[config.mk]
export PLATFORM = sky130hd
export DESIGN_NAME = prompt_sequencer
export DESIGN_NICKNAME = d
export VERILOG_FILES = /design/src/rtl/prompt_sequencer.sv
export SDC_FILE = /design/constraint.sdc
export NUM_CORES = 1
export LEC_CHECK = 0
export ABC_AREA = 1
export BUFFER_PORTS_ARGS = -buffer_cell sky130_fd_sc_hd__buf_2
export CAP_MARGIN = 10
export CORE_ASPECT_RATIO = 0.5
export CORE_MARGIN = 2
export CORE_UTILIZATION = 60
export DETAILED_ROUTE_END_ITERATION = 16
export GPL_TIMING_DRIVEN = 0
export PLACE_DENSITY = 0.86
export SYNTH_ARGS = -nofsm -noshare
export SYNTH_HDL_FRONTEND = slang
export SYNTH_SLANG_ARGS = --single-unit
[constraint.sdc]
create_clock -name C -period 3.6 [get_ports C]
set_input_delay 0.18 -clock C [delete_from_list [all_inputs] [get_ports C]]
set_output_delay 0.18 -clock C [all_outputs]
set_load 0.02 [all_outputs]
[src/rtl/prompt_sequencer.sv]
`default_nettype none
// ============================================================================
// Module      : prompt_sequencer
// Description : Timed lane-prompt generator. It alternates gap and show beats,
//               picks lanes from an 8-bit LFSR, scores hits and flags misses.
// Revision    : 1.0 - initial release
// ============================================================================
module prompt_sequencer #(
    parameter int unsigned LANES       = 4,
    parameter int unsigned BEAT_CYCLES = 50,
    parameter int unsigned HOLD_BEATS  = 2,
    parameter int unsigned ROUND_LEN   = 16,
    parameter logic [7:0]  SEED        = 8'hA5
) (
    input  logic             C,
    input  logic             CLR,
    input  logic             EN,
    input  logic             HIT,
    output logic [LANES-1:0] LANE,
    output logic             VALID,
    output logic             MISS,
    output logic [7:0]       SCORE,
    output logic             DONE
);

    localparam int unsigned LW = $clog2(LANES);
    // One counter serves both the gap beat and the (longer) hit window.
    localparam int unsigned CW = $clog2(HOLD_BEATS * BEAT_CYCLES);

    localparam logic [CW-1:0]    c_GAP_LOAD  = CW'(BEAT_CYCLES - 1);
    localparam logic [CW-1:0]    c_WIN_LOAD  = CW'(HOLD_BEATS * BEAT_CYCLES - 1);
    localparam logic [CW-1:0]    c_CNT_ONE   = CW'(1);
    localparam logic [7:0]       c_ROUND_LEN = 8'(ROUND_LEN);
    localparam logic [7:0]       c_SEED      = (SEED == 8'h00) ? 8'h01 : SEED;
    localparam logic [LANES-1:0] c_LANE_ONE  = LANES'(1);

    localparam logic [1:0] c_IDLE   = 2'd0;
    localparam logic [1:0] c_GAP    = 2'd1;
    localparam logic [1:0] c_SHOW   = 2'd2;
    localparam logic [1:0] c_FINISH = 2'd3;

    logic [1:0]       r_state;
    logic [CW-1:0]    r_cnt;
    logic [7:0]       r_lfsr;
    logic [7:0]       r_count;
    logic [7:0]       w_lfsr_next;
    logic [LANES-1:0] w_onehot;

    assign w_lfsr_next = {r_lfsr[6:0], r_lfsr[7] ^ r_lfsr[5] ^ r_lfsr[4] ^ r_lfsr[3]};
    assign w_onehot    = c_LANE_ONE << w_lfsr_next[LW-1:0];

    always_ff @(posedge C) begin
        if (CLR) begin
            r_state <= c_IDLE;
            r_cnt   <= '0;
            r_lfsr  <= c_SEED;
            r_count <= '0;
            LANE    <= '0;
            VALID   <= 1'b0;
            MISS    <= 1'b0;
            SCORE   <= '0;
            DONE    <= 1'b0;
        end else begin
            MISS <= 1'b0;
            case (r_state)
                c_IDLE: begin
                    LANE  <= '0;
                    VALID <= 1'b0;
                    DONE  <= 1'b0;
                    if (EN) begin
                        r_state <= c_GAP;
                        SCORE   <= '0;
                        r_count <= '0;
                        r_cnt   <= c_GAP_LOAD;
                    end
                end
                c_GAP: begin
                    if (!EN) begin
                        r_state <= c_IDLE;
                    end else if (r_cnt != '0) begin
                        r_cnt <= r_cnt - c_CNT_ONE;
                    end else if (r_count == c_ROUND_LEN) begin
                        r_state <= c_FINISH;
                        DONE    <= 1'b1;
                    end else begin
                        r_state <= c_SHOW;
                        r_lfsr  <= w_lfsr_next;
                        LANE    <= w_onehot;
                        VALID   <= 1'b1;
                        r_cnt   <= c_WIN_LOAD;
                    end
                end
                c_SHOW: begin
                    if (!EN) begin
                        r_state <= c_IDLE;
                        VALID   <= 1'b0;
                        LANE    <= '0;
                    end else if (HIT || (r_cnt == '0)) begin
                        // A hit on the expiry edge still counts as a hit.
                        if (HIT) begin
                            if (SCORE != 8'hFF) begin
                                SCORE <= SCORE + 8'd1;
                            end
                        end else begin
                            MISS <= 1'b1;
                        end
                        r_count <= r_count + 8'd1;
                        r_state <= c_GAP;
                        r_cnt   <= c_GAP_LOAD;
                        VALID   <= 1'b0;
                        LANE    <= '0;
                    end else begin
                        r_cnt <= r_cnt - c_CNT_ONE;
                    end
                end
                c_FINISH: begin
                    VALID <= 1'b0;
                    LANE  <= '0;
                    if (!EN) begin
                        r_state <= c_IDLE;
                        DONE    <= 1'b0;
                    end
                end
                default: begin
                    r_state <= c_IDLE;
                end
            endcase
        end
    end

endmodule
`default_nettype wire

Yosys cells after proc, flatten, opt, wreduce, memory -nomap -nowiden
Index checks and enable logic that the tools add are counted.
W data, S select, Z words.
{ "classes": {"n_bitwise": 8, "add_sub_neg": 3, "n_mux": 42, "n_eq_ne": 18, "shifts": 1, "reduce_logical": 16} }
{ "ops": {"columns": ["op", "n"], "rows": [
  ["$mux W8", 7],
  ["$mux W7", 6],
  ["$pmux W8 S2", 2],
  ["$pmux W7 S3", 1],
  ["$mux W4", 5],
  ["$ne A2 B2 Y1 const B", 10],
  ["$add A8 B1 Y8 const B", 2],
  ["$reduce_and A4 Y1", 4],
  ["$mux W2", 6],
  ["$pmux W4 S3", 1],
  ["$mux W1", 11],
  ["$reduce_and A5 Y1", 2],
  ["$ne A3 B3 Y1 const B", 3],
  ["$eq A8 B5 Y1 const B", 1],
  ["$ne A8 B8 Y1 const B", 1],
  ["$pmux W2 S4", 1],
  ["$logic_not A7 Y1", 1],
  ["$reduce_bool A7 Y1", 1],
  ["$sub A7 B1 Y7 const B", 1],
  ["$pmux W1 S3", 2],
  ["$reduce_and A6 Y1", 1],
  ["$reduce_bool A3 Y1", 2],
  ["$not A1 Y1", 5],
  ["$eq A2 B2 Y1 const B", 2],
  ["8 further kinds", 10]
]} }
{ "totals": {"out_inout_bits": 15, "input_bits": 4, "word_cells": 97, "register_bits": 40} }

Logic depth before layout (Yosys ltp)
Gate-level depths: netlist of run 1.
{ "depth": {"word_depth": 8, "depth_mapped": 12, "mapped_depth_nobuf": 11} }

Worst setup path after synthesis of run 1
OpenSTA, ideal clock, no wires.
{ "synth_timing": {"path_kind": "register to register", "from": "reg SCORE[0]", "to": "reg SCORE[0]", "path_slack_ps": 2018, "path_stages_with_launch": 8, "arrival_ps": 1466, "setup_time_ps": 116, "n_path_buf": 1, "t_required_ps": 3484, "synth_period_minus_slack_ps": 1582, "path_cell_list": "dfxtp_1 ha_1 nand3_1 o21ai_1 nand2_2 buf_4 o21ai_0 nor2_1"} }
{ "synth_between": {"elab_chain_len": 6, "elab_cells_between_ends": 9, "classes_between": "add/sub: 1; eq/ne: 2; mux: 5; reduce/logical: 1"} }
{ "synth_lines": {"columns": ["element", "line", "source"], "rows": [
  ["from (decl)", "22", "output logic [7:0] SCORE,"],
  ["from (signal assigned)", "102", "SCORE <= SCORE + 8'd1;"],
  ["$add A8 B1 Y8", "102", null],
  ["$mux W8", "101", "if (SCORE != 8'hFF) begin"],
  ["$mux W8", "100", "if (HIT) begin"],
  ["$mux W8", "98", "end else if (HIT || (r_cnt == '0)) begin"],
  ["$mux W8", "94", "if (!EN) begin"],
  ["$pmux W8 S2", "65", "case (r_state)"]
]} }
Several ways; a longest one is shown, not always the timed one. The select of a mux whose other input is x is not followed.
A chain may end at the register's enable or synchronous reset.

Worst setup path after layout of run 1
{ "layout_timing": {"from": "reg r_state[0]", "to": "reg SCORE[5]"} }
{ "layout_between": {"elab_chain_len": 3, "elab_cells_between_ends": 10, "classes_between": "eq/ne: 6; mux: 1; reduce/logical: 3"} }
{ "layout_lines": {"columns": ["element", "line", "source"], "rows": [
  ["from (decl)", "42", "logic [1:0] r_state;"],
  ["from (signal assigned)", "54", "r_state <= c_IDLE;"],
  ["from (signal assigned)", "71", "r_state <= c_GAP;"],
  ["from (signal assigned)", "79", "r_state <= c_IDLE;"],
  ["$eq A2 B2 Y1 or $logic_not A2 Y1 (tied branches)", "65", null],
  ["$ne A2 B2 Y1 (no line) or $reduce_bool A2 Y1 (tied branches)", null, null],
  ["$reduce_and A6 Y1 (no line)", null, null]
]} }
Several ways; a longest one is shown, not always the timed one.

==> run_results.csv, run 1 <==
group,metric,value,unit
synthesis,synth_cell_types,32,
sta,tightest_slew,0.506,ns
run,drv_cap,0,
synthesis,synth_nets,359,
placed_design,place_congestion,0.874,
min_path,holdCritPathClass,"in2reg",
floorplan,initial_utilization,0.644,
synthesis,yosys_warnings,0,
clock_tree,cts_resized,0,
power,cellLeakagePower,1.17,nW
floorplan,io_pins,19,
final_layout,final_net_count,383,
global_route,overflow,0,
placed_design,io_buffers,17,
outcome,outcome,"finished clean",
drt,wl_per_cell,12.1,um
sta,drv_slew,0,
critical_path,critical_path.endpoint_type,"flip-flop",
floorplan,die_h,47.5,um
sta,slew_headroom,0.663,
clock_tree,root_buffer,"clkbuf_8",
drt,route.vias.total,2320,
sta,fin_skew,0.00441,ns
final_layout,antenna_cells,0,
clock_tree,htreeDepth,2,
clock_tree,clk_pin_slew,0.07,ns
global_route,grt_pass1_wl,8220,um
critical_path,required,3.80,ns
sta,rsz0062_at_grt,"no",
final_layout,drive_gt1_frac,0.105,
sta,post-route-min-period,1.85,ns
sta,setup_tns,0,ns
drt,first_pass_iters,5,
drt,ant_nets,0,
synthesis,yosysSeqAreaShare,0.352,
clock_tree,cts.path.max_buffers,2,
drt,via_per_inst,5.50,
clock_tree,cts_tree,"yes",
synthesis,syn_area,0.00227,mm^2
power,vdd_drop_max,0.399,mV
critical_path,max_stage_delay,0.34,ns
sta,timing.fmax,0.541,GHz
critical_path,path_cells,"inv_1 > ha_1 > inv_2 > nor3_1 > o21ai_1 > nand2_2 > buf_4 > nand2_1 > nand2_1 > nor2_1",
critical_path,critPathMostFrequentCell,"nand2_1",
floorplan,placementRows,15,
critical_path,critPathKind,"reg2reg",
clock_tree,cts_hold_buf,0,
clock_tree,clk_latency,0.30,ns
critical_path,critical_path.max_fanout,10,
synthesis,ys_seq_elements,40,
sta,setup_viol,0,
floorplan,dieArea,0.00433,mm^2
drt,drt_iter0_drc,187,
global_route,grt_pass1_vias,1905,
global_route,grt_max_degree,13,
sta,fin_hold_ws,0.0747,ns
sta,hold_viol_final,0,
placed_design,dp_hpwl,3780,um
sta,fin_crit_sh,0.514,
critical_path,timing.reg2reg.setup_slack,1.75,ns
floorplan,coreArea,0.00353,mm^2
critical_path,arrival,2.05,ns
critical_path,start_kind,"flip-flop",
final_layout,areaGrowthSynthToFinish,11.3,%
synthesis,synth_area_per_cell,6.57,um^2
critical_path,crit_path_top_delay_cell,"dfxtp_1",
floorplan,die_w,91.1,um
synthesis,postSynthCellCount,346,
clock_tree,clock_sinks,40,
global_route,antenna_found_initial,0,
drt,drc,0,
power,p_per_area,744,mW/mm^2
clock_tree,postCtsSetupRepairBufs,0,
clock_tree,cts_buffers,5,
drt,routed_wirelength,5120,um
global_route,track_usage,0.245,
-- cells by family after synthesis --
group / share of synthesized area
DFF: 0.352
buffers and inverters: 0.0980
AOI/OAI and AO/OA: 0.155
adders and majority gates: 0.0495
and+or+nand+nor: 0.326
xor gates and xnor gates: 0.0193
-- area by class of cell --
type	count	area, um^2
multi-input combinational	251	1250
fill	308	998
sequential	40	801
inverter	47	179
timing repair buffer	17	85.1
clock buffer	6	72.6
tap	51	63.8
buffer	8	43.8
clock inverter	2	35.0
-- per-stage QoR --
stage | total power, mW | instances | area (um^2) | util | worst slack (ns)
6_report | 1.88 | 422 | 2530 | 0.717 | 1.75
5_1_grt | 2.02 | 422 | 2530 | 0.717 | 1.57
4_1_cts | 1.87 | 422 | 2530 | 0.717 | 1.79
3_5_place_dp | 1.50 | 414 | 2420 | 0.687 | 1.80
3_3_place_gp | 1.47 | 414 | 2420 | 0.687 | 1.85
2_1_floorplan | 1.30 | 346 | 2270 | - | 2.02
-- Yosys cell counts, drive strengths merged --
cell type  count  area [um^2]
nand2         92          350
nor3b          2         15.0
clkinv         3         13.8
o211ai         1         7.51
nor2          38          155
a21o           1         7.51
a21oi         32          164
buf            4         28.8
inv           44          165
clkbuf         4         15.0
xnor2          2         17.5
a41oi          1         8.76
nand4          5         31.3
o21ai         27          135
nor4           1         6.26
xor2           3         26.3
nor3           5         25.0
nand3         28          158
dfxtp         40          801
ha             9          113
o21a           4         30.0
-- layer usage --
metal	global-route usage	up-vias	wire (um)
met1	0.317	1071	2430
met5	0	-	0
met3	0.0520	8	326
li1	-	1167	-
met4	0.109	0	56
met2	0.418	74	2310
-- critical path: cells and delay by family, from the launching register on --
family	cells	cell delay [ns]
simple gates	5	0.52
flops	1	0.34
fa+ha+maj	1	0.31
compound gates	1	0.14
buf+inv	3	0.43
-- sequential cells by signal, summed over array words and instances, names as in the netlist --
signal   flops
LANE         4
r_state      2
r_count      8
DONE         1
SCORE        8
r_lfsr       8
VALID        1
r_cnt        7
MISS         1
-- layout by cell type, fill, tap and decap left out --
cell / n
nand3_4: 1
nor3_1: 5
clkinv_2: 3
nand4_1: 5
nand2_1: 90
nor2_1: 35
a21o_1: 1
a21oi_1: 31
buf_6: 1
dfxtp_1: 40
nor3b_1: 2
nor2_2: 2
xor2_1: 3
nand3_1: 26
o21ai_0: 26
o21a_1: 4
clkbuf_1: 5
buf_2: 19
nor4_1: 1
xnor2_1: 2
o211ai_1: 1
nand2_2: 2
nor2_4: 1
buf_4: 1
ha_1: 9
o21ai_1: 1
inv_2: 1
inv_1: 43
clkbuf_8: 5
a21oi_2: 1
nand3_2: 1
bufinv_16: 1
a41oi_1: 1
clkinv_1: 1
-- worst paths after layout --
check,endpoint,start,cells past startpoint
min,MISS,HIT,2
max reg2reg,SCORE[5],r_state[0],10
max,SCORE[5],r_state[0],10
min reg2reg,r_lfsr[7],r_lfsr[6],2
-- power by group --
group / switching [mW] / internal, mW
clock: 0.156 / 0.206
combinational: 0.627 / 0.302
sequential: 0.0682 / 0.522
total: 0.851 / 1.03
Power figures use the tool's default switching activity.
==> inputs of run 2 (changes only) <==
--- a/config.mk
+++ b/config.mk
@@ -10,10 +10,10 @@
 export CAP_MARGIN = 10
 export CORE_ASPECT_RATIO = 0.5
 export CORE_MARGIN = 2
-export CORE_UTILIZATION = 60
+export CORE_UTILIZATION = 53
 export DETAILED_ROUTE_END_ITERATION = 16
 export GPL_TIMING_DRIVEN = 0
-export PLACE_DENSITY = 0.86
+export PLACE_DENSITY = 0.81
 export SYNTH_ARGS = -nofsm -noshare
 export SYNTH_HDL_FRONTEND = slang
 export SYNTH_SLANG_ARGS = --single-unit
==> constraint.sdc (replaced) <==
create_clock -name C -period 1.6 [get_ports C]
set_input_delay 0.08 -clock C [delete_from_list [all_inputs] [get_ports C]]
set_output_delay 0.08 -clock C [all_outputs]
set_load 0.02 [all_outputs]
==> run 2 against run 1 <==
Compared with the run above:
- the flow now finishes with violations (negative setup slack)
- fmax is 13% higher
- total power grew to 2.6 times the previous value
- utilization is 1.6 points lower
- die area increased by 12%
- largest cell class unchanged
==> run_results.csv, run 2 (synthesized netlist as in run 1, its figures left out) <==
group,metric,value,unit
critical_path,rr_startpoint,"r_cnt[1]",
final_layout,postLayoutCellArea,0.00281,mm^2
drt,via_per_inst,5.56,
final_layout,nFillCells,310,
clock_tree,cts_buffers,5,
final_layout,areaGrowthSynthToFinish,23.5,%
critical_path,r2r_end,"r_cnt[5]",
global_route,antenna_found_initial,0,
placed_design,place_congestion,0.887,
critical_path,cp_num_buf_inv,3,
final_layout,seq_area,808,um^2
power,p_per_area,1770,mW/mm^2
critical_path,timing.reg2reg.setup_slack,-0.03,ns
floorplan,die_w,96.6,um
clock_tree,cts_tree,"yes",
power,power.share.clock,0.181,
sta,hold_viol_final,0,
floorplan,coreArea,0.00400,mm^2
clock_tree,htreeDepth,2,
critical_path,start_kind,"flip-flop",
sta,post-route-min-period,1.63,ns
final_layout,final_cells,438,
critical_path,required,1.83,ns
outcome,outcome,"complete, but fails checks",
sta,fin_hold_ws,0.150,ns
final_layout,top_regs,"SCORE (8), r_count (8), r_lfsr (8)",
min_path,min_to,"MISS",
run,drv_cap,0,
placed_design,dpl_cell_area,0.00243,mm^2
final_layout,postLayoutCoreUtil,0.701,
drt,wl_per_cell,14.0,um
min_path,min_from,"EN",
sta,rsz0062_at_grt,"yes",
critical_path,crit_path_top_delay_cell,"dfxtp_1",
critical_path,r2r_cells,11,
final_layout,multi_input_area,0.00139,mm^2
sta,tightest_slew,0.533,ns
power,seqPwrFrac,0.277,
critical_path,arrival,1.86,ns
sta,slew_headroom,0.645,
clock_tree,cts.path.max_buffers,2,
critical_path,max_stage_delay,0.34,ns
drt,drc,0,
global_route,grt_pass1_vias,2143,
min_path,holdCritPathClass,"in2reg",
sta,drv_slew,0,
power,switchingPower,2.28,mW
final_layout,final_net_count,396,
power,cellLeakagePower,1.25,nW
drt,ant_nets,0,
placed_design,dp_hpwl,3790,um
critical_path,critical_path.max_fanout,7,
min_path,hold_depth,3,
final_layout,drive_gt1_frac,0.224,
power,vdd_drop_max,0.859,mV
drt,first_pass_iters,6,
power,swShare,0.457,
outcome,violations,"negative setup slack",
floorplan,io_pins,19,
placed_design,io_buffers,17,
floorplan,initial_utilization,0.568,
floorplan,dieArea,0.00486,mm^2
clock_tree,clock_sinks,40,
power,internal-power,2.70,mW
drt,route.vias.total,2436,
critical_path,critPathKind,"reg2reg",
clock_tree,clk_pin_slew,0.08,ns
global_route,overflow,0,
drt,drt_iter0_drc,197,
sta,setup_viol,5,
critical_path,critical_path.endpoint_type,"flip-flop",
clock_tree,clk_latency,0.31,ns
global_route,track_usage,0.242,
sta,fin_crit_sh,1.02,
floorplan,placementRows,16,
sta,setup_tns,-0.0907,ns
drt,routed_wirelength,6150,um
clock_tree,root_buffer,"clkbuf_8",
power,pwr-share-comb,0.543,
critical_path,path_cells,"inv_2 > ha_4 > inv_2 > nor2_4 > nand3_4 > buf_4 > nand2_1 > nand2_2 > nand2_1 > nor2_1 > a21oi_1",
final_layout,antenna_cells,0,
floorplan,die_h,50.3,um
global_route,grt_max_degree,14,
critical_path,crit_family,"simple AND/OR/NAND/NOR gates",
sta,fin_skew,0.00719,ns
global_route,grt_pass1_wl,9420,um
placed_design,dp_cells,417,
final_layout,layout_common_cells,"nand2_1 (86), dfxtp_1 (36), inv_1 (35)",
final_layout,mostFrequentLayoutCell,"nand2_1",
sta,timing.final.ws_setup,-0.0317,ns
sta,timing.fmax,0.613,GHz
-- run 2: cell count changes in the layout (fill, tap and decap cells not counted), sizes merged --
cell,delta
a21oi,+1
buf,+11
clkinv,-1
dlygate4sd3,+1
inv,+1
-- run 2: tightest hold or removal path: cells and delay by family --
kind / cells / cell delay [ns]
buf+inv: 2 / 0.25
simple gates: 1 / 0.08
-- run 2: layout make-up --
cell class	count	share of cell area
Sequential cell	40	0.288
Multi-Input combinational cell	252	0.493
Buffer	8	0.0196
Tap cell	54	0.0241
Timing Repair Buffer	29	0.0637
Clock inverter	2	0.0138
Inverter	47	0.0682
Clock buffer	6	0.0294
-- run 2: through the flow --
stage | power, mW | worst slack [ns]
detailed placement | 3.39 | -0.209
finish | 4.98 | -0.0317
global placement | 3.32 | -0.155
floorplan | 2.93 | 0.0180
CTS | 4.54 | -0.00451
global route | 5.30 | -0.108
-- run 2: layer usage --
layer,up-vias,part of all wire,GRT usage
li1,1190,-,-
met1,1086,0.43,0.309
met2,130,0.45,0.406
met3,30,0.088,0.0529
met4,0,0.035,0.0986
met5,-,0,0
-- run 2: power by group through the flow --
stage | clock [mW] | sequential [mW] | combinational (mW)
after floorplan | 0 | 1.39 | 1.54
after global placement | 0 | 1.34 | 1.98
after detailed placement | 0 | 1.35 | 2.04
after CTS | 0.910 | 1.34 | 2.29
after global routing | 0.947 | 1.40 | 2.95
final | 0.900 | 1.38 | 2.70
-- run 2: worst max-delay path by stage --
stage / endpoint / cells past startpoint / slack (ns) / startpoint
finish: r_cnt[5] / 11 / -0.03 / r_cnt[1]
global route: r_cnt[6] / 11 / -0.11 / r_cnt[0]
CTS: r_cnt[6] / 11 / -0.005 / r_state[1]
detailed placement: r_cnt[6] / 11 / -0.21 / r_state[1]
global placement: r_cnt[6] / 11 / -0.16 / r_state[1]
floorplan: SCORE[0] / 7 / 0.02 / SCORE[0]
-- run 2: what timing repair did --
| item | CTS | global route |
|---|---|---|
| hold buffers | 1 | 0 |
| hold endpoints to repair | 1 | 0 |
| pin swaps | 1 | 8 |
| setup buffers | 2 | 7 |
| setup endpoints to repair | 38 | 38 |
| gates resized for setup | 25 | 37 |
| cloned | 1 | 2 |
==> inputs of run 3 (changes only) <==
--- a/config.mk
+++ b/config.mk
@@ -8,12 +8,14 @@
 export ABC_AREA = 1
 export BUFFER_PORTS_ARGS = -buffer_cell sky130_fd_sc_hd__buf_2
 export CAP_MARGIN = 10
+export CELL_PAD_IN_SITES_DETAIL_PLACEMENT = 0
+export CELL_PAD_IN_SITES_GLOBAL_PLACEMENT = 1
 export CORE_ASPECT_RATIO = 0.5
 export CORE_MARGIN = 2
-export CORE_UTILIZATION = 53
+export CORE_UTILIZATION = 38
 export DETAILED_ROUTE_END_ITERATION = 16
 export GPL_TIMING_DRIVEN = 0
-export PLACE_DENSITY = 0.81
+export PLACE_DENSITY_LB_ADDON = 0.25
 export SYNTH_ARGS = -nofsm -noshare
 export SYNTH_HDL_FRONTEND = slang
 export SYNTH_SLANG_ARGS = --single-unit
==> run 3 against run 2 <==
Compared with the run above:
- the flow now finishes without violations
- non-clock buffer count down 1
- sequential share of layout area down 1.6 points
- critical path depth down 1
- cell area up 6.2%
- fmax up 3.5%
- global-route usage down 6.0 points
- combinational power up 6%
- critical path type unchanged
- highest routed layer unchanged
==> run_results.csv, run 3 (synthesized netlist as in run 1, its figures left out) <==
group,metric,value,unit
critical_path,crit_family,"buffers and inverters",
global_route,track_usage,0.183,
drt,drt_iter0_drc,143,
power,vdd_drop_max,0.900,mV
outcome,outcome,"finished clean",
sta,tightest_slew,0.599,ns
global_route,grt_pass1_wl,9720,um
sta,post-route-min-period,1.58,ns
floorplan,die_w,113,um
critical_path,critical_path.max_fanout,7,
sta,slew_headroom,0.600,
global_route,grt_pass1_vias,2104,
clock_tree,htreeDepth,2,
sta,fin_skew,0.00464,ns
sta,hold_viol_final,0,
critical_path,timing.reg2reg.setup_slack,0.02,ns
clock_tree,cts.path.max_buffers,2,
final_layout,antenna_cells,0,
placed_design,preCtsSetupSlack,-0.250,ns
clock_tree,clk_latency,0.28,ns
power,swShare,0.443,
floorplan,coreArea,0.00563,mm^2
drt,first_pass_iters,4,
sta,drv_slew,0,
run,drv_cap,0,
power,pwr-share-comb,0.532,
final_layout,final_cells,456,
global_route,overflow,0,
power,p_per_area,1800,mW/mm^2
sta,fin_crit_sh,0.985,
critical_path,critical_path.endpoint_type,"flip-flop",
power,switchingPower,2.38,mW
floorplan,io_pins,19,
placed_design,dp_hpwl,4120,um
clock_tree,clk_pin_slew,0.06,ns
clock_tree,clock_sinks,40,
final_layout,areaGrowthSynthToFinish,31.2,%
floorplan,dieArea,0.00666,mm^2
placed_design,dp_cells,436,
sta,setup_viol,0,
clock_tree,cts_buffers,5,
clock_tree,cts_tree,"yes",
sta,rsz0062_at_grt,"yes",
drt,drc,0,
final_layout,top_regs,"SCORE (8), r_count (8), r_lfsr (8)",
placed_design,io_buffers,17,
floorplan,die_h,58.7,um
critical_path,cp_num_buf_inv,5,
power,power.share.clock,0.212,
min_path,holdCritPathClass,"in2reg",
sta,timing.fmax,0.634,GHz
drt,ant_nets,0,
critical_path,arrival,1.78,ns
drt,route.vias.total,2284,
drt,routed_wirelength,5920,um
critical_path,critPathKind,"reg2reg",
critical_path,required,1.80,ns
clock_tree,root_buffer,"clkbuf_16",
final_layout,final_net_count,395,
sta,timing.final.ws_setup,0.0236,ns
global_route,grt_max_degree,14,
power,cellLeakagePower,1.29,nW
final_layout,layout_common_cells,"nand2_1 (78), dfxtp_1 (35), inv_1 (35)",
power,seqPwrFrac,0.255,
final_layout,drive_gt1_frac,0.264,
global_route,antenna_found_initial,0,
drt,via_per_inst,5.01,
critical_path,crit_path_top_delay_cell,"dfxtp_1",
critical_path,start_kind,"flip-flop",
floorplan,placementRows,19,
critical_path,max_stage_delay,0.33,ns
floorplan,initial_utilization,0.404,
final_layout,mostFrequentLayoutCell,"nand2_1",
drt,wl_per_cell,13.0,um
placed_design,place_congestion,0.896,
critical_path,path_cells,"inv_2 > ha_4 > inv_2 > nor2_4 > nand3_4 > inv_4 > nand3_4 > buf_6 > buf_4 > o211ai_1",
power,internal-power,2.99,mW
-- run 3: cell types whose count changed in the layout (fill, tap and decap cells not counted), sizes merged --
cell      change
buf           -1
clkbuf        -1
clkinv        -1
clkinvlp      +1
inv           +1
-- run 3: layout make-up --
type	count	area [um^2]
Multi-Input combinational cell	252	1480
Clock inverter	3	42.5
Timing Repair Buffer	28	175
Sequential cell	40	810
Fill cell	547	2650
Clock buffer	5	125
Tap cell	73	91.3
Buffer	8	55.1
Inverter	47	199
-- run 3: routing by layer --
metal	track usage	vias up	routed length, um
met3	0.0422	7	185
li1	-	1196	-
met4	0.0401	0	52
met1	0.257	1046	3080
met2	0.290	35	2600
met5	0	-	0
-- run 3: path summary, 6_finish.rpt --
check | startpoint | to | cells after the start
setup / recovery | r_cnt[1] | r_lfsr[2] | 10
hold / removal | EN | MISS | 3
setup reg to reg | r_cnt[1] | r_lfsr[2] | 10
hold reg to reg | r_lfsr[1] | r_lfsr[1] | 2
-- run 3: repair_timing --
action | CTS | global route
cloned | 1 | 1
endpoints found under the hold margin | 1 | 0
setup buffers | 3 | 6
hold buffers | 1 | 0
gates resized for setup | 31 | 58
endpoints found under the setup margin | 38 | 34
pin swaps | 4 | 13
-- run 3: tightest hold or removal path: cells and delay by family --
family | cells | cell delay (ns)
buffers and inverters | 2 | 0.23
AND/OR/NAND/NOR | 1 | 0.05
-- run 3: power by group through the flow --
stage | clock network, mW | registers, mW | logic [mW]
global placement | 0 | 1.34 | 2.06
CTS | 1.17 | 1.35 | 2.33
detailed placement | 0 | 1.35 | 2.08
global route | 1.21 | 1.39 | 3.16
floorplan | 0 | 1.39 | 1.54
finish | 1.14 | 1.37 | 2.86
-- run 3: stage by stage --
stage               cell area (um^2)  TNS, ns  hold slack (ns)  utilization  power, mW
floorplan                       2270        0            0.159            -       2.93
global placement                2450    -4.34            0.284        0.435       3.40
detailed placement              2450    -4.93            0.288        0.435       3.42
CTS                             2750        0            0.115        0.488       4.84
global route                    2980   -0.479            0.158        0.529       5.76
finish                          2980        0            0.139        0.529       5.37
